## src/rtl/m_piled_undo_if.sv

```systemverilog
// Handshake/data bundle between the game FSM and the piled-count undo stack.
interface m_piled_undo_if #(
    parameter int COL_COUNT = 7,
    parameter int COL_W     = 3,
    parameter int CNT_W     = 3,
    parameter int DEPTH_W   = 6
);
    logic                         i_clear;
    logic                         i_push;
    logic [COL_W-1:0]             i_push_col;
    logic                         i_undo_req;
    logic [COL_COUNT*CNT_W-1:0]   i_piled_count_array;
    logic                         o_undo_valid;
    logic [COL_W-1:0]             o_undo_col;
    logic [CNT_W-1:0]             o_undo_row;
    logic [COL_COUNT*CNT_W-1:0]   o_piled_count_array;
    logic                         o_undo_nack;
    logic                         o_busy;
    logic [DEPTH_W-1:0]           o_depth;
    logic                         o_empty;
    logic                         o_full;
    logic                         o_err;

    modport slave (
        input  i_clear, i_push, i_push_col, i_undo_req, i_piled_count_array,
        output o_undo_valid, o_undo_col, o_undo_row, o_piled_count_array,
        output o_undo_nack, o_busy, o_depth, o_empty, o_full, o_err
    );

    modport master (
        output i_clear, i_push, i_push_col, i_undo_req, i_piled_count_array,
        input  o_undo_valid, o_undo_col, o_undo_row, o_piled_count_array,
        input  o_undo_nack, o_busy, o_depth, o_empty, o_full, o_err
    );
endinterface

```

## src/rtl/m_piled_undo.sv

```systemverilog
// Move-history LIFO for connect-four: pops the last dropped column and returns
// the piled-count array with that column's count decremented.
module m_piled_undo #(
    parameter int COL_COUNT = 7,
    parameter int ROW_COUNT = 6,
    parameter int COL_W     = 3,
    parameter int CNT_W     = 3,
    parameter int DEPTH     = COL_COUNT * ROW_COUNT,
    parameter int DEPTH_W   = $clog2(DEPTH + 1)
) (
    input  logic            i_clk,
    input  logic            i_rst,
    m_piled_undo_if.slave   bus
);
    localparam int ARR_W = COL_COUNT * CNT_W;
    localparam logic [DEPTH_W-1:0] DEPTH_MAX = DEPTH_W'(DEPTH);

    typedef enum logic [1:0] {IDLE, RD, DEC} state_t;

    state_t               state_q, state_d;
    logic [COL_W-1:0]     mem [DEPTH];
    logic [COL_W-1:0]     rd_col;
    logic [DEPTH_W-1:0]   depth_q;
    logic [ARR_W-1:0]     cap_q, dec_arr;
    logic [CNT_W-1:0]     cap_cnt;
    logic                 empty, full, col_ok, push_ok, undo_go;
    logic                 valid_q, nack_q, err_q;
    logic [COL_W-1:0]     col_q;
    logic [CNT_W-1:0]     row_q;
    logic [ARR_W-1:0]     arr_q;

    assign empty   = (depth_q == '0);
    assign full    = (depth_q == DEPTH_MAX);
    assign col_ok  = ({1'b0, bus.i_push_col} < (COL_W+1)'(COL_COUNT));
    assign push_ok = (state_q == IDLE) && bus.i_push && !full && col_ok;
    // A simultaneous push wins; the caller re-issues the undo.
    assign undo_go = (state_q == IDLE) && bus.i_undo_req && !bus.i_push && !empty;

    always_ff @(posedge i_clk or posedge i_rst) begin
        if (i_rst)            state_q <= IDLE;
        else if (bus.i_clear) state_q <= IDLE;
        else                  state_q <= state_d;
    end

    always_comb begin
        state_d = state_q;
        case (state_q)
            IDLE:    if (undo_go) state_d = RD;
            RD:      state_d = DEC;
            DEC:     state_d = IDLE;
            default: state_d = IDLE;
        endcase
    end

    // History storage needs no reset; only entries below depth are ever read.
    always_ff @(posedge i_clk) begin
        if (push_ok && !bus.i_clear) mem[depth_q] <= bus.i_push_col;
        if (undo_go)                 rd_col <= mem[depth_q - 1'b1];
    end

    always_comb begin
        cap_cnt = '0;
        dec_arr = cap_q;
        for (int i = 0; i < COL_COUNT; i++) begin
            if (rd_col == COL_W'(i)) begin
                cap_cnt = cap_q[i*CNT_W +: CNT_W];
                dec_arr[i*CNT_W +: CNT_W] = cap_q[i*CNT_W +: CNT_W] - 1'b1;
            end
        end
    end

    always_ff @(posedge i_clk or posedge i_rst) begin
        if (i_rst) begin
            depth_q <= '0;
            cap_q   <= '0;
            valid_q <= 1'b0;
            nack_q  <= 1'b0;
            err_q   <= 1'b0;
            col_q   <= '0;
            row_q   <= '0;
            arr_q   <= '0;
        end else if (bus.i_clear) begin
            depth_q <= '0;
            valid_q <= 1'b0;
            nack_q  <= 1'b0;
            err_q   <= 1'b0;
            col_q   <= '0;
            row_q   <= '0;
            arr_q   <= '0;
        end else begin
            valid_q <= 1'b0;
            nack_q  <= 1'b0;
            case (state_q)
                IDLE: begin
                    if (bus.i_push) begin
                        if (push_ok) depth_q <= depth_q + 1'b1;
                        else         err_q   <= 1'b1;
                    end else if (bus.i_undo_req) begin
                        if (empty) nack_q <= 1'b1;
                        else       cap_q  <= bus.i_piled_count_array;
                    end
                end
                DEC: begin
                    if (bus.i_push) err_q <= 1'b1;
                    // A zero count means the board and history disagree.
                    if (cap_cnt == '0) begin
                        err_q <= 1'b1;
                    end else begin
                        depth_q <= depth_q - 1'b1;
                        col_q   <= rd_col;
                        row_q   <= cap_cnt - 1'b1;
                        arr_q   <= dec_arr;
                        valid_q <= 1'b1;
                    end
                end
                default: if (bus.i_push) err_q <= 1'b1;
            endcase
        end
    end

    assign bus.o_undo_valid        = valid_q;
    assign bus.o_undo_nack         = nack_q;
    assign bus.o_undo_col          = col_q;
    assign bus.o_undo_row          = row_q;
    assign bus.o_piled_count_array = arr_q;
    assign bus.o_busy              = (state_q != IDLE);
    assign bus.o_depth             = depth_q;
    assign bus.o_empty             = empty;
    assign bus.o_full              = full;
    assign bus.o_err               = err_q;
endmodule
```

## src/flat_wrapper.sv

```systemverilog
// flat-port wrapper written by rule: the top's interface ports become plain ports
module m_piled_undo_flat 
#(
    parameter int COL_COUNT = 7,
    parameter int ROW_COUNT = 6,
    parameter int COL_W     = 3,
    parameter int CNT_W     = 3,
    parameter int DEPTH     = COL_COUNT * ROW_COUNT,
    parameter int DEPTH_W   = $clog2(DEPTH + 1)
)
  (i_clk, i_rst, bus_i_clear, bus_i_push, bus_i_push_col, bus_i_undo_req, bus_i_piled_count_array, bus_o_undo_valid, bus_o_undo_col, bus_o_undo_row, bus_o_piled_count_array, bus_o_undo_nack, bus_o_busy, bus_o_depth, bus_o_empty, bus_o_full, bus_o_err);
  m_piled_undo_if #(.COL_COUNT(COL_COUNT), .COL_W(COL_W), .CNT_W(CNT_W), .DEPTH_W(DEPTH_W)) bus_i ();
  input  logic i_clk;
  input  logic i_rst;
  input wire logic [$bits(bus_i.i_clear)-1:0] bus_i_clear;
  input wire logic [$bits(bus_i.i_push)-1:0] bus_i_push;
  input wire logic [$bits(bus_i.i_push_col)-1:0] bus_i_push_col;
  input wire logic [$bits(bus_i.i_undo_req)-1:0] bus_i_undo_req;
  input wire logic [$bits(bus_i.i_piled_count_array)-1:0] bus_i_piled_count_array;
  output wire logic [$bits(bus_i.o_undo_valid)-1:0] bus_o_undo_valid;
  output wire logic [$bits(bus_i.o_undo_col)-1:0] bus_o_undo_col;
  output wire logic [$bits(bus_i.o_undo_row)-1:0] bus_o_undo_row;
  output wire logic [$bits(bus_i.o_piled_count_array)-1:0] bus_o_piled_count_array;
  output wire logic [$bits(bus_i.o_undo_nack)-1:0] bus_o_undo_nack;
  output wire logic [$bits(bus_i.o_busy)-1:0] bus_o_busy;
  output wire logic [$bits(bus_i.o_depth)-1:0] bus_o_depth;
  output wire logic [$bits(bus_i.o_empty)-1:0] bus_o_empty;
  output wire logic [$bits(bus_i.o_full)-1:0] bus_o_full;
  output wire logic [$bits(bus_i.o_err)-1:0] bus_o_err;
  assign bus_i.i_clear = bus_i_clear;
  assign bus_i.i_push = bus_i_push;
  assign bus_i.i_push_col = bus_i_push_col;
  assign bus_i.i_undo_req = bus_i_undo_req;
  assign bus_i.i_piled_count_array = bus_i_piled_count_array;
  assign bus_o_undo_valid = bus_i.o_undo_valid;
  assign bus_o_undo_col = bus_i.o_undo_col;
  assign bus_o_undo_row = bus_i.o_undo_row;
  assign bus_o_piled_count_array = bus_i.o_piled_count_array;
  assign bus_o_undo_nack = bus_i.o_undo_nack;
  assign bus_o_busy = bus_i.o_busy;
  assign bus_o_depth = bus_i.o_depth;
  assign bus_o_empty = bus_i.o_empty;
  assign bus_o_full = bus_i.o_full;
  assign bus_o_err = bus_i.o_err;
  m_piled_undo #(.COL_COUNT(COL_COUNT), .ROW_COUNT(ROW_COUNT), .COL_W(COL_W), .CNT_W(CNT_W), .DEPTH(DEPTH), .DEPTH_W(DEPTH_W)) u_core (.i_clk(i_clk), .i_rst(i_rst), .bus(bus_i));
endmodule
```

## config.mk

```make
export PLATFORM = sky130hd
export DESIGN_NAME = m_piled_undo_flat
export DESIGN_NICKNAME = d
export VERILOG_FILES = /design/src/rtl/m_piled_undo_if.sv /design/src/rtl/m_piled_undo.sv /design/src/flat_wrapper.sv
export SDC_FILE = /design/constraint.sdc
export NUM_CORES = 1
export LEC_CHECK = 0
export CAP_MARGIN = 20
export CORE_MARGIN = 2
export CORE_UTILIZATION = 50
export DETAILED_ROUTE_END_ITERATION = 7
export PLACE_DENSITY = 0.79
export SYNTH_ARGS = -nofsm -noshare
export SYNTH_HDL_FRONTEND = slang
export SYNTH_SLANG_ARGS = --single-unit
```

## constraint.sdc

```tcl
create_clock -name i_clk -period 2.62 [get_ports i_clk]
set_input_delay 0.262 -clock i_clk [delete_from_list [all_inputs] [get_ports i_clk]]
set_output_delay 0.262 -clock i_clk [all_outputs]
set_load 0.005 [all_outputs]
```

# --- Word-level counts from Yosys, hierarchy flattened ---
# Memories as Yosys holds them, arrays and structs flattened. A register that Yosys moved wholly into a read port is not among the register bits.
# Cells that the tools add are included.
word_totals:
  reg_bits: 59
  mem_count: 1
  out_inout_bits: 39
  word_cells: 108
  ramBits: 126
mem_list:
  columns: ["name", "depth", "width", "rd", "rd_ports_with_merged_regs", "wr", "line_no", "rtl"]
  rows:
  - ["u_core.mem", 42, 3, 1, 1, 1, "m_piled_undo.sv:21", "logic [COL_W-1:0] mem [DEPTH];"]
classes:
  n_addsub: 10
  n_reduce_logical: 22
  magnitude_cmp: 1
  muxes: 47
  n_bitwise: 3
  eq_ne: 15
op_table:
  columns: ["operator", "n"]
  rows:
  - ["$mux W21", 3]
  - ["$mux W3", 20]
  - ["$mux W6", 4]
  - ["$sub A3 B1 Y3 const B", 8]
  - ["$mux W1", 15]
  - ["$pmux W6 S2", 1]
  - ["$eq A3 B3 Y1 const B", 3]
  - ["$ne A3 B3 Y1 const B", 3]
  - ["$logic_and A1 B1 Y1", 7]
  - ["$add A6 B1 Y6 const B", 1]
  - ["$eq A3 B2 Y1 const B", 2]
  - ["$eq A6 B6 Y1 const B", 1]
  - ["$logic_not A3 Y1", 2]
  - ["$logic_not A6 Y1", 1]
  - ["$ne A3 B2 Y1 const B", 2]
  - ["$sub A6 B1 Y6 const B", 1]
  - ["$reduce_and A5 Y1", 1]
  - ["$logic_not A1 Y1", 4]
  - ["$mux W2", 2]
  - ["$pmux W2 S2", 1]
  - ["$reduce_and A2 Y1", 2]
  - ["$reduce_and A4 Y1", 1]
  - ["$reduce_bool A2 Y1", 2]
  - ["$eq A3 B1 Y1 const B", 1]
  - ["8 further kinds", 10]

# --- Depth between registers and ports, before layout ---
# Gate-level depths: netlist of run 1.
depth:
  word_depth: 12
  depth_mapped: 13
  mapped_depth_nobuf: 12

# --- Worst setup path after synthesis of run 1 ---
# Ideal clock, no wire load.
synth_timing:
  kind: "register to register"
  startpoint: "reg u_core.depth_q[0] (netlist: u_core.bus.o_depth[0])"
  endpoint: "reg u_core.rd_col[1] (read register of u_core.mem) (data pin)"
  setup_time_ps: 279
  path_slack_ps: -273
  stages_incl_launch_ff: 13
  path_buffers: 6
  arrival_time_ps: 2614
  period_less_slack_ps: 2893
  path_cell_list: "dfrtp_1 > buf_6 > buf_12 > buf_12 > buf_4 > inv_1 > ha_1 > buf_2 > buf_2 > mux4_2 > mux2_2 > a211oi_1 > a31oi_1"
synth_between:
  elab_chain_len: 3
  elab_cells_between_ends: 4
  cone_classes: "add/sub (1); reduce/logical (3)"
synth_rtl:
  columns: ["item", "line_no", "rtl"]
  rows:
  - ["from (decl)", "m_piled_undo.sv:23", "logic [DEPTH_W-1:0] depth_q;"]
  - ["from (signal assigned)", "m_piled_undo.sv:96", "if (push_ok) depth_q <= depth_q + 1'b1;"]
  - ["from (signal assigned)", "m_piled_undo.sv:109", "depth_q <= depth_q - 1'b1;"]
  - ["branches (longest 3 deep; another with $sub A6 B1 Y6)", null, null]
  - ["to (decl)", "m_piled_undo.sv:22", "logic [COL_W-1:0] rd_col;"]
# Parallel ways; which one is timed is not known.
# A chain may end at the register's enable or synchronous reset.

# --- Final worst setup path of run 1 ---
layout_timing:
  startpoint: "reg u_core.depth_q[4] (netlist: u_core.bus.o_depth[4])"
  endpoint: "out bus_o_full"
layout_between:
  elab_chain_len: 1
layout_rtl:
  columns: ["item", "line_no", "rtl"]
  rows:
  - ["$eq A6 B6 Y1", "m_piled_undo.sv:33", "assign full = (depth_q == DEPTH_MAX);"]
  - ["to (decl)", "flat_wrapper.sv:28", "output wire logic [$bits(bus_i.o_full)-1:0] bus_o_full;"]
# Every way passes these cells.

==> results of run 1 <==
==> stage by stage <==
| step | instance area (sq um) | utilization | worst slack (ns) | instances | hold WS [ns] |
|---|---|---|---|---|---|
| after floorplan | 8630 | - | 0.00863 | 625 | 0.361 |
| after global placement | 9580 | 0.574 | 0.128 | 902 | 0.496 |
| after detailed placement | 9580 | 0.574 | 0.0216 | 902 | 0.501 |
| after CTS | 10200 | 0.610 | 0.00876 | 934 | 0.212 |
| after global routing | 10300 | 0.618 | 0.00439 | 938 | 0.238 |
| final | 10300 | 0.618 | 0.130 | 938 | 0.198 |
==> cell usage after synthesis (2+ instances only) <==
master	number
edfxtp_1	129
nor2_1	76
nand2_1	63
dfrtp_1	59
mux2_2	29
inv_1	24
a21oi_1	21
a211oi_1	20
mux4_2	19
ha_1	13
o21ai_0	12
clkbuf_1	11
mux4_1	11
nand3_1	11
buf_2	10
mux2i_1	10
nor2b_1	9
xnor2_1	9
o211ai_1	8
xor2_1	8
a31oi_1	6
buf_4	6
nand2b_1	5
nor3_1	5
a211o_1	4
buf_6	4
nand3b_1	3
a21o_1	2
a21oi_2	2
a22oi_1	2
a2bb2oi_1	2
and4_1	2
buf_1	2
buf_12	2
o221ai_1	2
o22a_1	2
o22ai_1	2
or3_1	2
or3b_2	2
==> cell type report <==
cell class	count	area, sq um	area share
flip-flops and latches	188	5350	0.518
multi-input cells	378	3000	0.290
repair buffers	96	1000	0.0970
clock buffers	17	425	0.0412
well taps	220	275	0.0267
clock inverters	15	180	0.0175
inverters	24	92.6	0.00897
==> flip-flops by register name, summed over array words and instances, names as in the netlist <==
register                        count
u_core.bus.o_err                    1
u_core.cap_q                       21
u_core.bus.o_undo_nack              1
u_core.bus.o_piled_count_array     21
u_core.bus.o_undo_valid             1
u_core.bus.o_depth                  6
u_core.state_q                      2
u_core.bus.o_undo_col               3
u_core.mem                        126
u_core.rd_col                       3
u_core.bus.o_undo_row               3
==> cell families after synthesis <==
group	Yosys count
xor+xnor	18
fa+ha+maj	13
mux	69
compound gates	92
flops	188
buf+inv	59
simple gates	186
==> critical path, stage by stage (launching register included) <==
cell             delay [ns]
dfrtp_1                0.51
nand3b_1               0.32
nor3_1                 0.37
clkdlybuf4s50_1        0.59
==> repair_timing <==
action	CTS	global route
setup endpoints to repair	0	35
resized for setup	0	15
buffers inserted	0	2
==> metal layers <==
layer	routed length [microns]	GRT usage
met5	0	0
met4	614	0.0833
met3	1330	0.0541
met2	9910	0.371
met1	7920	0.285
==> worst paths after layout <==
| kind | start | slack [ns] | endpoint |
|---|---|---|---|
| max | u_core.bus.o_depth[4] | 0.13 | bus_o_full |
| min | i_rst | 0.20 | u_core.bus.o_piled_count_array[13] |
| max reg2reg | u_core.rd_col[2] | 0.16 | u_core.bus.o_depth[1] |
| min reg2reg | u_core.cap_q[15] | 0.52 | u_core.cap_q[15] |
| max in group asynchronous | i_rst | 2.15 | u_core.cap_q[15] |
| min in group i_clk | bus_i_piled_count_array[19] | 0.45 | u_core.cap_q[19] |
==> power by group through the flow <==
| stage | registers [mW] | logic (mW) | clock network [mW] |
|---|---|---|---|
| detailed placement | 3.72 | 2.24 | 0 |
| floorplan | 3.62 | 1.63 | 0 |
| global route | 3.70 | 2.56 | 2.77 |
| CTS | 3.66 | 2.26 | 2.64 |
| finish | 3.67 | 2.35 | 2.61 |
| global placement | 3.72 | 2.17 | 0 |
==> out/results.tsv, run 1 <==
metric	value	unit
status	complete, no violations	
syn_to_final_growth	20.1	%
clkPwrFrac	0.303	
drt_wl_total	19800	microns
startpoint_type	flop	
start_util	0.515	
ant_nets	0	
ctsRootBufferMaster	clkbuf_16	
place.gp.congestion	0.903	
fin_tns_setup	0	ns
synth_cells	625	
async_flop_share	0.314	
clk_pin_slew	0.07	ns
clock_latency	0.43	ns
fmax	402	MHz
rr_worst_depth	12	
clk_path_buf_depth	2	
critPathKind	flop to primary output	
setup_violations	0	
ys.flop_type	edfxtp_1	
dieHeight	135	microns
irDropWorstVdd	815	uV
netlist-cell-type-count	55	
switchingPower	2.61	mW
yosysTopAreaCell	edfxtp_1	
cp-end-kind	primary output	
num-fill-cells	1243	
synth_xor_area_frac	0.0192	
dieWidth	135	microns
n_antenna_cell	0	
fin_nets	747	
final_common_cell	edfxtp_1	
die_area	0.0183	sq mm
gr-usage-all-layers	0.222	
core_area	0.0167	sq mm
first_global_vias	5525	
num_rows	47	
seqPwrFrac	0.425	
ys_seq_area_frac	0.623	
synth_top_family_by_area	multiplexers	
syn_avg_cell_area	13.7	sq um
synthesis.nets	667	
layout_min_cycle_time	2.49	ns
syn_area	0.00859	sq mm
rsz0062_at_grt	no	
worst-path-max-fanout	8	
wl_per_cell	21.1	microns
hpwlAfterDp	13200	microns
hold_buffers	0	
most-common-layout-cells	edfxtp_1, nor2_1, clkdlybuf4s50_1, nand2_1, dfrtp_1	
cts_made_buffers	17	
clock_sinks	188	
power.density	835	mW/mm^2
fin_skew	0.00959	ns
worst_pin_slew	0.636	ns
synth-compound-area-share	0.0734	
timing.slew.headroom	0.570	
grt_pass1_wl	30300	microns
grt.overflow.total	0	
critical_path_arrival	2.23	ns
p_leak	3.68	nW
dr_total_vias	5502	
synth_edf_count	129	
holdCritPathClass	input port to async pin	
layout-drive-gt1-share	0.182	
yosys-mux-area-fraction	0.133	
antenna_found_initial	0	
synth-simple-area-share	0.0957	
finalCritPeriodShare	0.951	
cts_tree	done	
synth_top_area_share	0.451	
drt_iter0_markers	711	
combPwrFrac	0.272	
intPower	6.01	mW
route.detailed.drc	0	
netlist_top_cells_area	edfxtp_1, dfrtp_1, mux4_2	
portBuffers	67	
synth-seq-cells	188	
via_per_inst	5.87	
power	8.62	mW
yosys_warnings	0	
sw_frac_of_total	0.303	
htree_levels	4	
synth_fa_ha_area_frac	0.0189	
drv_slew	0	
pin_count	68	
grt_max_degree	60	
drtPass1Iterations	5	
cap_violations	0	
hold_violations	0	
required	2.36	ns
No activity file was read; power rests on OpenSTA's default activity.
==> run 2: changes to the inputs <==
--- a/config.mk
+++ b/config.mk
@@ -6,6 +6,7 @@
 export NUM_CORES = 1
 export LEC_CHECK = 0
 export CAP_MARGIN = 20
+export CORE_ASPECT_RATIO = 1.75
 export CORE_MARGIN = 2
 export CORE_UTILIZATION = 50
 export DETAILED_ROUTE_END_ITERATION = 7
==> run 2 against run 1 <==
  * Clock-buffer cell count is the same
  * Via count rose by 1.0%
  * Flip-flop and latch count unchanged
  * Critical path type is now flop to flop
  * Highest routed layer unchanged
==> out/results.tsv, run 2 (synthesis results as in run 1) <==
metric	value	unit
status	complete, no violations	
ctsRootBufferMaster	clkbuf_16	
finalCritPeriodShare	0.990	
grt_pass1_wl	31600	microns
hpwlAfterDp	14800	microns
worst-path-max-fanout	6	
wl_per_cell	21.8	microns
cts_tree	done	
startpoint_type	flop	
antenna_found_initial	0	
portBuffers	67	
drt_iter0_markers	350	
setup_violations	0	
htree_levels	4	
via_per_inst	5.83	
clk_path_buf_depth	2	
fin_nets	757	
largest_register_ffs	126	
final_common_cell	edfxtp_1	
power	8.78	mW
fin_tns_setup	0	ns
rsz0062_at_grt	yes	
p_leak	3.74	nW
irDropWorstVdd	479	uV
cp-end-kind	flop	
drv_slew	0	
cap_violations	0	
layout-drive-gt1-share	0.204	
fmax	386	MHz
clock_latency	0.44	ns
grt_max_degree	43	
drt_wl_total	20800	microns
n_antenna_cell	0	
most-common-layout-cells	edfxtp_1, nor2_1, clkdlybuf4s50_1, nand2_1, dfrtp_1	
die_area	0.0183	sq mm
gr-usage-all-layers	0.235	
critical_path_arrival	2.95	ns
required	2.98	ns
num_rows	63	
pin_count	68	
syn_to_final_growth	21.6	%
start_util	0.509	
holdCritPathClass	input port to async pin	
grt.overflow.total	0	
power.density	841	mW/mm^2
fin_skew	0.0120	ns
dr_total_vias	5558	
critPathKind	flop to flop	
clock_sinks	188	
dieWidth	103	microns
place.gp.congestion	1.05	
drtPass1Iterations	5	
clk_pin_slew	0.07	ns
first_global_vias	5721	
worst_pin_slew	0.682	ns
final_core_util	0.619	
hold_violations	0	
cts_made_buffers	17	
layout_min_cycle_time	2.59	ns
dieHeight	177	microns
core_area	0.0169	sq mm
route.detailed.drc	0	
ant_nets	0	
timing.slew.headroom	0.541	
regMostFlops	u_core.mem	
## run 2: final timing paths
check | from | slack [ns] | end | cells past startpoint
setup / recovery | u_core.rd_col[0] | 0.03 | u_core.bus.o_depth[5] | 13
hold / removal | i_rst | 0.23 | u_core.cap_q[17] | 2
setup reg to reg | u_core.rd_col[0] | 0.03 | u_core.bus.o_depth[5] | 13
hold reg to reg | u_core.cap_q[15] | 0.52 | u_core.cap_q[15] | 1
max in group asynchronous | i_rst | 1.77 | u_core.bus.o_depth[0] | 3
min in group i_clk | bus_i_piled_count_array[8] | 0.43 | u_core.cap_q[8] | 2
## run 2: per-layer routing
metal  share of wire  GRT usage
met5               0          0
met1            0.34      0.248
met2            0.55      0.431
met4           0.049      0.115
met3           0.057     0.0496
## run 2: area by class of cell
type                    count  area (sq um)
clock buffers              17           425
inverters                  24          92.6
well taps                 227           284
multi-input cells         378          3030
repair buffers            106          1080
clock inverters            14           176
flip-flops and latches    188          5350
fillers                  1280          6420
## run 2: timing repair
action	4_1_cts	5_1_grt
resized for setup	0	29
buffers inserted	0	5
setup endpoints to repair	0	41
hold buffers	0	0
## run 2: per-stage QoR
step           cells  hold WS (ns)  instance area [sq um]  worst slack, ns
6_report         954         0.232                  10400           0.0268
5_1_grt          954         0.292                  10400          -0.0843
4_1_cts          947         0.248                  10300           0.0340
3_5_place_dp     916         0.502                   9670           0.0319
3_3_place_gp     916         0.495                   9670            0.143
2_1_floorplan    625         0.361                   8630          0.00863
## run 2: critical path, cell delays in order (launching register included)
cell       delay, ns
edfxtp_1        0.46
nor3_2          0.23
ha_2            0.21
nor2_1          0.04
a2bb2oi_1       0.14
o221ai_1        0.22
a22oi_2         0.12
ha_2            0.24
buf_6           0.13
nor2_4          0.09
a31oi_4         0.04
a2bb2oi_4       0.19
a211o_1         0.25
a21oi_1         0.14
## run 2: power by group
| part | internal, mW | total (mW) | switching (mW) |
|---|---|---|---|
| Sequential | 3.41 | 3.66 | 0.250 |
| Combinational | 1.22 | 2.53 | 1.30 |
| Clock | 1.37 | 2.60 | 1.23 |
| Total | 6.00 | 8.78 | 2.79 |
